### src/rtl/inst_fifo.sv
// Dual-ported instruction queue between fetch and decode: up to two pushes and
// two pops per cycle, head feeds the master pipe and head+1 the slave pipe.
module inst_fifo #(
  parameter int DEPTH  = 16,
  parameter int ADDR_W = 32
) (
  input  logic              clk,
  input  logic              rst_n,
  input  logic              flush,
  input  logic              write_en1,
  input  logic              write_en2,
  input  logic [ADDR_W-1:0] write_addr1,
  input  logic [ADDR_W-1:0] write_addr2,
  input  logic [31:0]       write_inst1,
  input  logic [31:0]       write_inst2,
  input  logic              write_tlb_err1,
  input  logic              write_tlb_err2,
  input  logic              read_en1,
  input  logic              read_en2,
  output logic [ADDR_W-1:0] read_addr1,
  output logic [ADDR_W-1:0] read_addr2,
  output logic [31:0]       read_inst1,
  output logic [31:0]       read_inst2,
  output logic              read_tlb_err1,
  output logic              read_tlb_err2,
  output logic              empty,
  output logic              almost_empty,
  output logic              almost_full,
  output logic              full
);

  localparam int PTR_W = $clog2(DEPTH);
  localparam int CNT_W = PTR_W + 1;

  localparam logic [CNT_W-1:0] CNT_ZERO  = '0;
  localparam logic [CNT_W-1:0] CNT_ONE   = CNT_W'(1);
  localparam logic [CNT_W-1:0] CNT_TWO   = CNT_W'(2);
  localparam logic [CNT_W-1:0] CNT_DM2   = CNT_W'(DEPTH - 2);
  localparam logic [CNT_W-1:0] CNT_DM1   = CNT_W'(DEPTH - 1);
  localparam logic [CNT_W-1:0] CNT_DEPTH = CNT_W'(DEPTH);

  logic [ADDR_W-1:0] addr_mem [DEPTH];
  logic [31:0]       inst_mem [DEPTH];
  logic              tlb_mem  [DEPTH];

  logic [PTR_W-1:0] wr_ptr_q, wr_ptr_d;
  logic [PTR_W-1:0] rd_ptr_q, rd_ptr_d;
  logic [CNT_W-1:0] count_q, count_d;

  logic [PTR_W-1:0] wr_ptr_p1;
  logic [PTR_W-1:0] rd_ptr_p1;
  logic             push_one, push_two;
  logic             pop_one, pop_two;
  logic [1:0]       n_push, n_pop;

  assign wr_ptr_p1 = wr_ptr_q + PTR_W'(1);
  assign rd_ptr_p1 = rd_ptr_q + PTR_W'(1);

  // Acceptance uses the pre-update count only; same-cycle pops never free space.
  assign push_two = write_en1 & write_en2 & (count_q <= CNT_DM2);
  assign push_one = write_en1 & ~write_en2 & (count_q <= CNT_DM1);
  assign pop_one  = read_en1 & (count_q >= CNT_ONE);
  assign pop_two  = pop_one & read_en2 & (count_q >= CNT_TWO);

  always_comb begin
    n_push = 2'd0;
    n_pop  = 2'd0;
    if (push_two)     n_push = 2'd2;
    else if (push_one) n_push = 2'd1;
    if (pop_two)      n_pop = 2'd2;
    else if (pop_one) n_pop = 2'd1;

    wr_ptr_d = wr_ptr_q + PTR_W'(n_push);
    rd_ptr_d = rd_ptr_q + PTR_W'(n_pop);
    count_d  = count_q + CNT_W'(n_push) - CNT_W'(n_pop);
    if (flush) begin
      wr_ptr_d = '0;
      rd_ptr_d = '0;
      count_d  = '0;
    end
  end

  always_ff @(posedge clk or negedge rst_n) begin
    if (!rst_n) begin
      wr_ptr_q <= '0;
      rd_ptr_q <= '0;
      count_q  <= '0;
    end else begin
      wr_ptr_q <= wr_ptr_d;
      rd_ptr_q <= rd_ptr_d;
      count_q  <= count_d;
    end
  end

  always_ff @(posedge clk) begin
    if (!flush && (push_one || push_two)) begin
      addr_mem[wr_ptr_q] <= write_addr1;
      inst_mem[wr_ptr_q] <= write_inst1;
      tlb_mem[wr_ptr_q]  <= write_tlb_err1;
    end
    if (!flush && push_two) begin
      addr_mem[wr_ptr_p1] <= write_addr2;
      inst_mem[wr_ptr_p1] <= write_inst2;
      tlb_mem[wr_ptr_p1]  <= write_tlb_err2;
    end
  end

  // Invalid slots read as zero so decode never sees stale storage.
  always_comb begin
    read_addr1    = '0;
    read_inst1    = '0;
    read_tlb_err1 = 1'b0;
    read_addr2    = '0;
    read_inst2    = '0;
    read_tlb_err2 = 1'b0;
    if (count_q != CNT_ZERO) begin
      read_addr1    = addr_mem[rd_ptr_q];
      read_inst1    = inst_mem[rd_ptr_q];
      read_tlb_err1 = tlb_mem[rd_ptr_q];
    end
    if (count_q >= CNT_TWO) begin
      read_addr2    = addr_mem[rd_ptr_p1];
      read_inst2    = inst_mem[rd_ptr_p1];
      read_tlb_err2 = tlb_mem[rd_ptr_p1];
    end
  end

  assign empty        = (count_q == CNT_ZERO);
  assign almost_empty = (count_q == CNT_ONE);
  assign almost_full  = (count_q >= CNT_DM1);
  assign full         = (count_q == CNT_DEPTH);

endmodule

### config.mk
export PLATFORM = sky130hd
export DESIGN_NAME = inst_fifo
export DESIGN_NICKNAME = d
export VERILOG_FILES = /design/src/rtl/inst_fifo.sv
export SDC_FILE = /design/constraint.sdc
export NUM_CORES = 2
export LEC_CHECK = 0
export CAP_MARGIN = 5
export CORE_AREA = 3 3 397 399
export CTS_BUF_LIST = sky130_fd_sc_hd__clkbuf_8
export CTS_CLUSTER_DIAMETER = 100
export CTS_CLUSTER_SIZE = 40
export DETAILED_ROUTE_END_ITERATION = 12
export DIE_AREA = 0 0 400 402
export PLACE_DENSITY = 0.69
export SLEW_MARGIN = 25
export SYNTH_ARGS = -nofsm -noshare
export SYNTH_HDL_FRONTEND = slang
export SYNTH_SLANG_ARGS = --single-unit
### constraint.sdc
create_clock -name clk -period 8.49 [get_ports clk]
set_clock_uncertainty 0.1 [all_clocks]
set_input_delay 0.849 -clock clk [delete_from_list [all_inputs] [get_ports clk]]
set_output_delay 0.849 -clock clk [all_outputs]
set_load 0.01 [all_outputs]
==> run metrics <==
critical path type=reg2out; Yosys warning count=0; Post-CTS Resized=0; Filler cells=13700; Tot Pwr=17.8 mW; vias per cell=6.56; ANT nets after route=0; IO Port Bufs=270; top cells by area, synth=edfxtp_1 (49%), mux2_2 (21%), mux4_2 (9.3%); final setup fails=0; drt wl/cell=33.8 µm; Synth top cells by count=mux2_2 (1175), edfxtp_1 (1040), mux2i_1 (390); area of the multi-input gates=0.0297 mm²; clock root buffer=clkbuf_8; Total Routing Usage GR=0.255; die area=0.161 mm²; clock power share=0.120; drt first-iter violations=5537; post-synthesis cell area=0.0631 mm²; worst-margin pin slew=1.27 ns; Max Slew Vio Count=0; worst rel slew slack=0.148; crit path max fanout=45; Synthesized Nets=4397; Remaining DRCs=0; Seq pwr share=0.339; most common cell in the synthesized netlist=mux2_2; worst-case clock buffer depth=3; syn_area_per_cell=14.9 µm²; total number of vias=40900; first-pass GRT wire length=299000 µm; row cnt=144; CP required=7.54 ns; Max Clock Freq=0.152 GHz; CP Data Arrival Time=5.62 ns; period utilization=0.774; ys flop type=edfxtp_1; Cells after Synth=4241; worst r2r src=count_q[4]; internal power=10.7 mW; maximum VDD drop=0.347 mV; gr ovfl total=0; area share of the leading cell type in the synthesized netlist=0.495; clock sinks=1053; PwrDens=261 mW/mm²; FF-to-FF End=inst_mem[14][9]; post-DP HPWL=112000 µm; switching portion of total power=0.398; CORE AREA=0.154 mm²; GP Congestion=0.806; Pleak=21.3 nW; setup_tns=0 ns; chip height=402 µm; max cap viols=0; Distinct cells, synth=51; die width=400 µm; combinational share of power=0.542; initial antenna violation count=45; H-tree depth=2; worst-skew pair later-pin latency=0.80 ns; fin nets=4296; Num CTS Buffers=36; crit start category=register; status=completed; CTS tree=built; R2R cell count=8; post-synthesis sequential area ratio=0.500; FF+latch area=0.0316 mm²; Synth async-reset ratio=0.0123; IO Pins=271; pin count of the biggest net entering global routing=155; Detailed Route WL=211000 µm; layout cell share with drive strength beyond 1=0.409; net switching power=7.09 mW; Post-synth EDFFs=1040; fin crit period=6.57 ns; post-CTS setup buffers=0; synthesized flop and latch total=1053; r2r setup slk=3.71 ns; Area Growth Syn to Fin=8.02%; first-pass iteration count of the detailed router=5; class of the worst hold path=in2async; vias in the first global route=41100; cts hold-fix bufs=0; Yosys top cell by area=edfxtp_1; crit end category=output port; RSZ-0062 raised after global routing=false; Final Hold Viols=0; Initial Utilization=0.409; Clk pin slew, worst setup/hold paths=0.25 ns
-- layout by cell type (no fill, tap or decap), types with 7 or more instances in the layout --
cell and n:
nor2_1 10, mux2_2 1175, buf_4 67, nor2b_1 7, clkbuf_8 38, nand3_1 267, clkdlybuf4s50_1 270, buf_12 11
o32ai_1 65, mux2_4 77, a21oi_1 8, mux2i_1 390, dfrtp_1 10, nand2_4 7, nand2_1 11, inv_1 20
nand4_1 66, diode_2 30, ha_1 14, mux2_1 48, o22ai_1 195, mux4_2 260, edfxtp_1 1040, nand3_4 9
-- critical path, stage by stage, from the launching register on --
cell	delay, ns
dfrtp_4	1.00
ha_4	0.28
xor2_4	0.07
buf_4	0.36
nand2_4	0.85
buf_4	0.55
o22ai_1	0.12
o32ai_1	0.74
clkdlybuf4s50_1	0.69
-- worst max path at each step --
stage,from,to,slack [ns],cells after the start
floorplan,write_en2,addr_mem[5][0],-0.08,3
finish,rd_ptr_q[0],read_inst2[17],1.92,8
global route,rd_ptr_q[0],read_inst2[17],1.64,7
CTS,rd_ptr_q[0],read_inst2[17],1.87,7
global placement,rd_ptr_q[0],read_inst2[17],2.84,7
detailed placement,rd_ptr_q[0],read_inst2[17],2.84,7
-- registers in the layout (all words and copies together), names as in the netlist --
| name | cells |
|---|---|
| wr_ptr_q | 4 |
| inst_mem | 512 |
| addr_mem | 512 |
| tlb_mem | 16 |
| count_q | 5 |
| rd_ptr_q | 4 |
-- layer usage --
layer  global-route usage  share of wire
met5                    0        0.00045
met4               0.0950          0.039
met3               0.0495           0.10
met2                0.400           0.46
met1                0.349           0.40
-- through the flow --
stage          hold WS (ns)  worst slack, ns  std cells   util  instance area [µm²]
2_1_floorplan         0.453          -0.0804       4241      -                63100
3_3_place_gp          0.530             2.84       6142  0.436                67200
3_5_place_dp          0.546             2.84       6143  0.436                67300
4_1_cts               0.310             1.87       6205  0.441                68000
5_1_grt               0.363             1.64       6227  0.442                68200
6_report              0.356             1.92       6238  0.442                68200
-- power groups by stage --
stage                     registers (mW)  clock network [mW]  logic [mW]
after floorplan                     6.03                   0        6.24
after global placement              6.13                   0        9.50
after detailed placement            6.14                   0        9.54
after CTS                           6.03                2.16        9.58
after global routing                6.05                2.32        10.1
final                               6.02                2.13        9.63
-- logic make-up after synthesis --
kind of cell,after synthesis,share of synthesized area
flip-flops,1053,0.500
AO/OA/AOI/OAI,297,0.0322
buffers and inverters,508,0.0374
adder cells (fa/ha/maj),19,0.00424
XOR/XNOR,9,0.00125
AND/OR/NAND/NOR,405,0.0341
multiplexers,1950,0.391
-- area by class of cell --
type                       count  share of cell area
tap                         2044              0.0375
sequential                  1053               0.463
clock inverter                24             0.00369
inverter                      17             0.00101
multi-input combinational   2680               0.435
timing repair buffer         352              0.0514
clock buffer                  38             0.00767
antenna                       30             0.00110
Note: power is estimated with default switching activity, not from simulation.
